`config.mk`:
```
export PLATFORM = sky130hd
export DESIGN_NAME = pkt_framer
export DESIGN_NICKNAME = d
export VERILOG_FILES = /design/src/rtl/ravenoc_pkg.sv /design/src/rtl/pkt_framer_skid.sv /design/src/rtl/pkt_framer.sv
export SDC_FILE = /design/constraint.sdc
export NUM_CORES = 1
export LEC_CHECK = 0
export CORE_MARGIN = 4
export CORE_UTILIZATION = 47
export CTS_BUF_LIST = sky130_fd_sc_hd__clkbuf_16
export DETAILED_ROUTE_END_ITERATION = 8
export GPL_ROUTABILITY_DRIVEN = 1
export PLACE_DENSITY = 0.77
export SLEW_MARGIN = 10
export SYNTH_ARGS = -nofsm -noshare
export SYNTH_HDL_FRONTEND = slang
export SYNTH_HIERARCHICAL = 1
export SYNTH_SLANG_ARGS = --single-unit
```
`constraint.sdc`:
```
create_clock -name clk -period 2 [get_ports clk]
set_clock_uncertainty 0.1 [all_clocks]
set_input_delay 0.4 -clock clk [delete_from_list [all_inputs] [get_ports clk]]
set_output_delay 0.4 -clock clk [all_outputs]
set_load 0.01 [all_outputs]
```
`src/rtl/ravenoc_pkg.sv`:
```
// Shared types and helpers for the packet framer.
package ravenoc_pkg;

  localparam int unsigned FlitWidthDef     = 34;
  localparam int unsigned FlitDataWidthDef = 32;
  localparam int unsigned NumVirtChnDef    = 3;

  // Two-bit flit type carried in the flit MSBs; 2'b11 is decoded as BODY.
  typedef enum logic [1:0] {
    HEAD_FLIT = 2'b00,
    BODY_FLIT = 2'b01,
    TAIL_FLIT = 2'b10
  } flit_type_t;

  typedef enum logic {
    TX_IDLE = 1'b0,
    TX_BODY = 1'b1
  } tx_state_e;

  typedef enum logic {
    RX_IDLE = 1'b0,
    RX_BUSY = 1'b1
  } rx_state_e;

  // VC index width, never narrower than one bit.
  function automatic int unsigned vc_width(input int unsigned num_vc);
    return (num_vc <= 1) ? 1 : $clog2(num_vc);
  endfunction

  localparam int unsigned VcWidthDef = vc_width(NumVirtChnDef);

  typedef struct packed {
    logic [FlitWidthDef-1:0] fdata;
    logic [VcWidthDef-1:0]   vc_id;
  } s_flit_req_t;

endpackage

```
`src/rtl/pkt_framer_skid.sv`:
```
// Two-entry valid/ready buffer with registered ready and registered output.
module pkt_framer_skid #(
  parameter int unsigned Width = 8
) (
  input  logic             clk,
  input  logic             rst,
  input  logic             in_valid_i,
  output logic             in_ready_o,
  input  logic [Width-1:0] in_data_i,
  output logic             out_valid_o,
  input  logic             out_ready_i,
  output logic [Width-1:0] out_data_o
);

  logic [1:0]       cnt_q, cnt_d;
  logic [Width-1:0] out_q, out_d;
  logic [Width-1:0] skid_q, skid_d;
  logic             rdy_q, rdy_d;
  logic             vld_q, vld_d;
  logic             push, pop;

  assign push = in_valid_i & rdy_q;
  assign pop  = vld_q & out_ready_i;

  // Occupancy update: slot out_q always holds the oldest entry, skid_q the second.
  always_comb begin
    cnt_d  = cnt_q;
    out_d  = out_q;
    skid_d = skid_q;
    case (cnt_q)
      2'd0: begin
        if (push) begin
          out_d = in_data_i;
          cnt_d = 2'd1;
        end
      end
      2'd1: begin
        if (push && pop) begin
          out_d = in_data_i;
        end else if (push) begin
          skid_d = in_data_i;
          cnt_d  = 2'd2;
        end else if (pop) begin
          cnt_d = 2'd0;
        end
      end
      default: begin
        if (pop) begin
          out_d = skid_q;
          cnt_d = 2'd1;
        end
      end
    endcase
    rdy_d = (cnt_d != 2'd2);
    vld_d = (cnt_d != 2'd0);
  end

  // Buffer state registers; reset drops any buffered entries.
  always_ff @(posedge clk) begin
    if (rst) begin
      cnt_q  <= 2'd0;
      out_q  <= '0;
      skid_q <= '0;
      rdy_q  <= 1'b0;
      vld_q  <= 1'b0;
    end else begin
      cnt_q  <= cnt_d;
      out_q  <= out_d;
      skid_q <= skid_d;
      rdy_q  <= rdy_d;
      vld_q  <= vld_d;
    end
  end

  assign in_ready_o  = rdy_q;
  assign out_valid_o = vld_q;
  assign out_data_o  = out_q;

endmodule

```
`src/rtl/pkt_framer.sv`:
```
// Frames AXI beats into HEAD/BODY/TAIL flits and tracks packet boundaries on receive.
module pkt_framer
  import ravenoc_pkg::*;
#(
  parameter int unsigned FlitWidth     = 34,
  parameter int unsigned FlitDataWidth = 32,
  parameter int unsigned NumVirtChn    = 3,
  parameter int unsigned PktWidth      = 8,
  parameter int unsigned PktSzMsb      = 31,
  parameter int unsigned AutoAddPktSz  = 1
) (
  input  logic                              clk,
  input  logic                              rst,
  input  logic                              tx_valid_i,
  output logic                              tx_ready_o,
  input  logic [FlitDataWidth-1:0]          tx_data_i,
  input  logic [vc_width(NumVirtChn)-1:0]   tx_vc_i,
  input  logic [PktWidth-1:0]               tx_pkt_sz_i,
  output logic                              noc_valid_o,
  input  logic                              noc_ready_i,
  output logic [FlitWidth-1:0]              noc_fdata_o,
  output logic [vc_width(NumVirtChn)-1:0]   noc_vc_o,
  input  logic                              noc_in_valid_i,
  output logic                              noc_in_ready_o,
  input  logic [FlitWidth-1:0]              noc_in_fdata_i,
  input  logic [vc_width(NumVirtChn)-1:0]   noc_in_vc_i,
  output logic                              rx_valid_o,
  input  logic                              rx_ready_i,
  output logic [FlitDataWidth-1:0]          rx_data_o,
  output logic [vc_width(NumVirtChn)-1:0]   rx_vc_o,
  output logic                              rx_last_o,
  output logic                              rx_err_o
);

  localparam int unsigned VcWidth   = vc_width(NumVirtChn);
  localparam int unsigned SkidWidth = FlitWidth + VcWidth;

  // ---------------- TX framing ----------------
  logic                     tx_fire;
  logic [NumVirtChn-1:0]    tx_body_v, tx_tail_v;
  flit_type_t               tx_type_c;
  logic [FlitDataWidth-1:0] tx_payload_c;
  logic [FlitWidth-1:0]     tx_flit_c;
  logic [SkidWidth-1:0]     skid_out;

  assign tx_fire = tx_valid_i & tx_ready_o;

  for (genvar v = 0; v < NumVirtChn; v++) begin : g_tx
    tx_state_e           st_q, st_d;
    logic [PktWidth-1:0] rem_q, rem_d;
    logic                sel;

    assign sel = tx_fire && (tx_vc_i == VcWidth'(v));

    // Per-VC framing FSM: a HEAD opens a packet of rem flits, the last one is TAIL.
    always_comb begin
      st_d  = st_q;
      rem_d = rem_q;
      case (st_q)
        TX_IDLE: begin
          if (sel && (tx_pkt_sz_i != '0)) begin
            st_d  = TX_BODY;
            rem_d = tx_pkt_sz_i;
          end
        end
        TX_BODY: begin
          if (sel) begin
            rem_d = rem_q - PktWidth'(1);
            if (rem_q == PktWidth'(1)) st_d = TX_IDLE;
          end
        end
        default: st_d = TX_IDLE;
      endcase
    end

    // Per-VC framing state registers.
    always_ff @(posedge clk) begin
      if (rst) begin
        st_q  <= TX_IDLE;
        rem_q <= '0;
      end else begin
        st_q  <= st_d;
        rem_q <= rem_d;
      end
    end

    assign tx_body_v[v] = sel && (st_q == TX_BODY);
    assign tx_tail_v[v] = sel && (st_q == TX_BODY) && (rem_q == PktWidth'(1));
  end

  // Flit type and head size insertion for the beat being accepted.
  always_comb begin
    tx_payload_c = tx_data_i;
    tx_type_c    = HEAD_FLIT;
    if (|tx_tail_v) begin
      tx_type_c = TAIL_FLIT;
    end else if (|tx_body_v) begin
      tx_type_c = BODY_FLIT;
    end else if (AutoAddPktSz != 0) begin
      tx_payload_c[PktSzMsb -: PktWidth] = tx_pkt_sz_i;
    end
  end

  assign tx_flit_c = {tx_type_c, tx_payload_c};

  pkt_framer_skid #(
    .Width(SkidWidth)
  ) u_skid (
    .clk        (clk),
    .rst        (rst),
    .in_valid_i (tx_valid_i),
    .in_ready_o (tx_ready_o),
    .in_data_i  ({tx_vc_i, tx_flit_c}),
    .out_valid_o(noc_valid_o),
    .out_ready_i(noc_ready_i),
    .out_data_o (skid_out)
  );

  assign noc_vc_o    = skid_out[SkidWidth-1 -: VcWidth];
  assign noc_fdata_o = skid_out[FlitWidth-1:0];

  // ---------------- RX tracking ----------------
  logic                  rx_fire;
  logic [1:0]            rx_type_raw;
  logic                  rx_is_head, rx_is_tail;
  logic [PktWidth-1:0]   rx_sz;
  logic [NumVirtChn-1:0] rx_last_v, rx_err_v;
  logic                  rx_err_q, rx_err_d;

  assign rx_fire     = noc_in_valid_i & rx_ready_i;
  assign rx_type_raw = noc_in_fdata_i[FlitWidth-1 -: 2];
  assign rx_is_head  = (rx_type_raw == HEAD_FLIT);
  assign rx_is_tail  = (rx_type_raw == TAIL_FLIT);
  assign rx_sz       = noc_in_fdata_i[PktSzMsb -: PktWidth];

  for (genvar v = 0; v < NumVirtChn; v++) begin : g_rx
    rx_state_e           st_q, st_d;
    logic [PktWidth-1:0] rrem_q, rrem_d;
    logic                hit, fire, last_c, err_c;

    assign hit  = (noc_in_vc_i == VcWidth'(v));
    assign fire = rx_fire & hit;

    // Per-VC receive tracker: counts flits after the head and flags violations.
    always_comb begin
      st_d   = st_q;
      rrem_d = rrem_q;
      last_c = 1'b0;
      err_c  = 1'b0;
      if (rx_is_head) begin
        last_c = (rx_sz == '0);
        err_c  = (st_q == RX_BUSY);
        if (fire) begin
          rrem_d = rx_sz;
          st_d   = (rx_sz == '0) ? RX_IDLE : RX_BUSY;
        end
      end else begin
        case (st_q)
          RX_BUSY: begin
            last_c = (rrem_q == PktWidth'(1));
            err_c  = last_c ? !rx_is_tail : rx_is_tail;
            if (fire) begin
              rrem_d = rrem_q - PktWidth'(1);
              if (last_c || rx_is_tail) st_d = RX_IDLE;
            end
          end
          default: err_c = 1'b1;
        endcase
      end
    end

    // Per-VC tracker state registers.
    always_ff @(posedge clk) begin
      if (rst) begin
        st_q   <= RX_IDLE;
        rrem_q <= '0;
      end else begin
        st_q   <= st_d;
        rrem_q <= rrem_d;
      end
    end

    assign rx_last_v[v] = hit & last_c;
    assign rx_err_v[v]  = fire & err_c;
  end

  assign rx_err_d = |rx_err_v;

  // Error pulse register, one cycle after the offending handshake.
  always_ff @(posedge clk) begin
    if (rst) rx_err_q <= 1'b0;
    else     rx_err_q <= rx_err_d;
  end

  assign noc_in_ready_o = rx_ready_i;
  assign rx_valid_o     = noc_in_valid_i;
  assign rx_data_o      = noc_in_fdata_i[FlitDataWidth-1:0];
  assign rx_vc_o        = noc_in_vc_i;
  assign rx_last_o      = |rx_last_v;
  assign rx_err_o       = rx_err_q;

endmodule
```
==> results.sh <==
export IMPL_drt_total_wl_um=21500
export IMPL_ratio_of_cells_with_drive_above_1_in_the_final_layout_pct=23.8
export IMPL_crit_path_cell_trace="inv_2 -> ha_4 -> nor4b_4 -> buf_4 -> a41oi_2 -> a21oi_2 -> o21ba_2 -> buf_6"
export IMPL_insertion_delay_ps=430
export IMPL_netlist_top_cells_area="sky130_fd_sc_hd__dfxtp_1 34%, sky130_fd_sc_hd__mux2i_1 9.5%, sky130_fd_sc_hd__nand2b_1 6.4%, sky130_fd_sc_hd__a21oi_1 5.4%, sky130_fd_sc_hd__a211oi_2 5.0%"
export IMPL_diodes=0
export IMPL_crit_cells=8
export IMPL_setup_repair_after_global_routing_missed_its_margin="yes"
export IMPL_initial_core_util_pct=48.6
export IMPL_tritoncts="done"
export IMPL_power_leakage_nw=3.72
export IMPL_ios=160
export IMPL_synth_top_area_share_pct=33.5
export IMPL_grt_antenna_before_repair=2
export IMPL_total_power_mw=7.32
export IMPL_syn_area_um2=7830
export IMPL_final_period_minus_worst_setup_slack_ps=2240
export IMPL_totalNegativeSetupSlack_ps=-240
export IMPL_wl_per_cell_um=17.1
export IMPL_buffer_ports_inserted=111
export IMPL_seq_area_frac_synth_pct=33.5
export IMPL_synth_most_common_cell="sky130_fd_sc_hd__dfxtp_1"
export IMPL_violations="setup timing"
export IMPL_netlist_instances=871
export IMPL_critical_path_required_ps=1500
export IMPL_outcome="complete, but fails checks"
export IMPL_worst_setup_hold_path_clk_slew_ps=60
export IMPL_worstPathArrival_ps=1740
export IMPL_detail_route_drc_violations=0
export IMPL_hp_class="in -> reg"
export IMPL_routabilityCongestion=0.907
export IMPL_cts_path_max_buffers=2
export IMPL_cts_root_buf="sky130_fd_sc_hd__clkbuf_16"
export IMPL_startpoint_type_of_the_worst_setup_path="flip-flop"
export IMPL_syn2layout_area_growth_pct=32.2
export IMPL_synth_nets=970
export IMPL_grt_total_usage_pct=23.2
export IMPL_nets=1133
export IMPL_fillCellCount=1344
export IMPL_endpoint_of_the_lowest_slack_register_to_register_path="g_rx[1].rrem_q[5]"
export IMPL_critical_path_slowest_cell="sky130_fd_sc_hd__dfxtp_2"
export IMPL_cp_num_buf_inv=3
export IMPL_worst_slew_pin_slew_ps=653
export IMPL_synth_async_sr_flop_share_pct=0
export IMPL_hold_viol=0
export IMPL_critical_path_class="reg -> out"
export IMPL_synth_cell_type_count=83
export IMPL_max_vdd_ir_drop_v=0.000658
export IMPL_crit_path_max_fanout=2
export IMPL_synth_top_cells_by_count="131 x sky130_fd_sc_hd__dfxtp_1, 85 x sky130_fd_sc_hd__a21oi_1, 80 x sky130_fd_sc_hd__nand2b_1, 74 x sky130_fd_sc_hd__mux2i_1, 43 x sky130_fd_sc_hd__nor2_1"
export IMPL_synth_ff_latch_count=131
export IMPL_regToRegStartpoint="g_rx[1].rrem_q[2]"
export IMPL_dieArea_um2=18800
export IMPL_detailroute_via_count=7224
export IMPL_final_max_slew_viol_count=0
export IMPL_fin_crit_sh_pct=112
export IMPL_slew_headroom_pct=56.1
export IMPL_number_of_violations_reported_at_the_end_of_detailed_routing_iteration_0=458
export IMPL_viasPerCell=5.72
export IMPL_die_height_um=137
export IMPL_antenna_violating_nets_post_route=0
export IMPL_fin_ws_ps=-240
export IMPL_cts_h_tree_depth=4
export IMPL_numClockSinks=131
export IMPL_grt_pass1_vias=6999
export IMPL_postLayoutCoreUtil_pct=64.2
export IMPL_max_freq_mhz=446
export IMPL_finalSetupViolations=1
export IMPL_crit_end="rx_last_o"
export IMPL_syn_avg_cell_area_um2=8.98
export IMPL_floorplan_die_width_um=137
export IMPL_synth_flop_cell="sky130_fd_sc_hd__dfxtp_1"
export IMPL_register_to_register_setup_slack_ps=50
export IMPL_cp_slowest_stage_delay_ps=320
export IMPL_power_density_nw_per_um2=708
export IMPL_grt_ovfl_total=0
export IMPL_first_pass_iters=5
export IMPL_number_of_max_cap_violations=0
export IMPL_grt_first_pass_wirelength_um=35300
export IMPL_synth_top_cell_by_area="sky130_fd_sc_hd__dfxtp_1"
export IMPL_synth_warnings=6
export IMPL_floorplan_rows=46
export IMPL_critical_path_source="g_rx[2].rrem_q[1]"
export IMPL_worst_r2r_cell_count=5
export IMPL_synth_edff_count=0
export IMPL_fp_coreArea_um2=16100
export IMPL_final_hpwl_dp_um=15000
export IMPL_crit_path_leading_delay_family="compound AO/OA/AOI/OAI gates"
export IMPL_pre_cts_slack_ps=-552
export IMPL_numCtsBuffers=17
export IMPL_pin_count_of_the_biggest_net_entering_global_routing=55
export IMPL_cp_end_kind="primary output"
[routing by layer]
| metal | routed length (um) | vias up | global-route usage [%] |
|---|---|---|---|
| li1 | - | 3495 | - |
| met1 | 9410 | 3470 | 29.9 |
| met2 | 10100 | 225 | 37.2 |
| met3 | 1730 | 30 | 8.05 |
| met4 | 243 | 4 | 5.76 |
| met5 | 22 | - | 0 |
[what timing repair did]
item	CTS	global route
cloned	0	0
resized for setup	32	18
setup endpoints to repair	23	21
pin swaps	4	6
setup buffers	5	0
hold buffers	0	0
[where the power goes]
group / total, mW / leakage (nW) / switching, mW / internal (mW)
Clock: 3.13 / 0.285 / 1.28 / 1.85
Combinational: 1.35 / 2.37 / 0.660 / 0.694
Sequential: 2.84 / 1.07 / 0.0977 / 2.74
Total: 7.32 / 3.72 / 2.04 / 5.28
[worst reg2reg max path, cell delays in order, from the launching register on]
cell and delay (ps):
sky130_fd_sc_hd__dfxtp_1 330, sky130_fd_sc_hd__buf_4 160, sky130_fd_sc_hd__or4b_2 730, sky130_fd_sc_hd__nor3_2 150
sky130_fd_sc_hd__o21ai_0 110, sky130_fd_sc_hd__a221oi_1 290
[stage by stage]
stage | cells | instance area (um2) | hold WS (ps)
after floorplan | 871 | 7830 | 345
after global placement | 1226 | 9600 | 357
after detailed placement | 1226 | 9600 | 364
after CTS | 1263 | 10300 | 253
after global routing | 1263 | 10300 | 276
final | 1263 | 10300 | 274
[area by class of cell]
type                       count  area, um2  share of cell area (%)
sequential                   131       2630                    25.4
clock buffer                  17        425                    4.11
inverter                      21       78.8                   0.762
timing repair buffer         243       2180                    21.0
multi-input combinational    620       4610                    44.6
tap                          216        270                    2.61
clock inverter                15        159                    1.54
[cells in the final DEF, fill, tap and decap left out, types with 15 or more instances in the layout]
cell                              count
sky130_fd_sc_hd__clkbuf_16           17
sky130_fd_sc_hd__a211oi_1            15
sky130_fd_sc_hd__o21ai_0             37
sky130_fd_sc_hd__dfxtp_1            127
sky130_fd_sc_hd__nor2_1              43
sky130_fd_sc_hd__nand2b_1            80
sky130_fd_sc_hd__a211oi_2            31
sky130_fd_sc_hd__clkdlybuf4s50_1     91
sky130_fd_sc_hd__inv_1               21
sky130_fd_sc_hd__a21oi_1             84
sky130_fd_sc_hd__mux2i_1             73
sky130_fd_sc_hd__nand2_1             30
sky130_fd_sc_hd__buf_4              125
[sequential cells by signal, indices dropped and copies added (netlist names)]
signal / cells
rx_err_o: 1
u_skid/skid_q: 36
u_skid/cnt_q: 2
u_skid/out_data_o: 36
g_tx.rem_q: 24
u_skid/out_valid_o: 1
g_rx.rrem_q: 24
g_rx.st_q: 3
g_tx.st_q: 3
u_skid/in_ready_o: 1
[logic make-up after synthesis]
logic type / Yosys count / share of synthesized area [%]
xor gates and xnor gates: 4 / 0.448
muxes: 83 / 10.8
buffers and inverters: 120 / 9.03
DFF: 131 / 33.5
and+or+nand+nor: 266 / 20.7
AOI/OAI and AO/OA: 252 / 23.1
adders and majority gates: 15 / 2.40
[worst min path at each step]
stage | slack (ps) | cells after the start | from | endpoint
after global placement | 360 | 2 | u_skid/skid_q[34] | u_skid/skid_q[34]
after CTS | 250 | 2 | rst | g_rx[1].st_q
final | 270 | 2 | rst | g_rx[1].st_q
after detailed placement | 360 | 2 | u_skid/skid_q[24] | u_skid/skid_q[24]
after floorplan | 340 | 2 | g_rx[0].rrem_q[1] | g_rx[0].rrem_q[1]
after global routing | 280 | 2 | rst | g_rx[1].st_q
(Power assumes the default switching activity.)
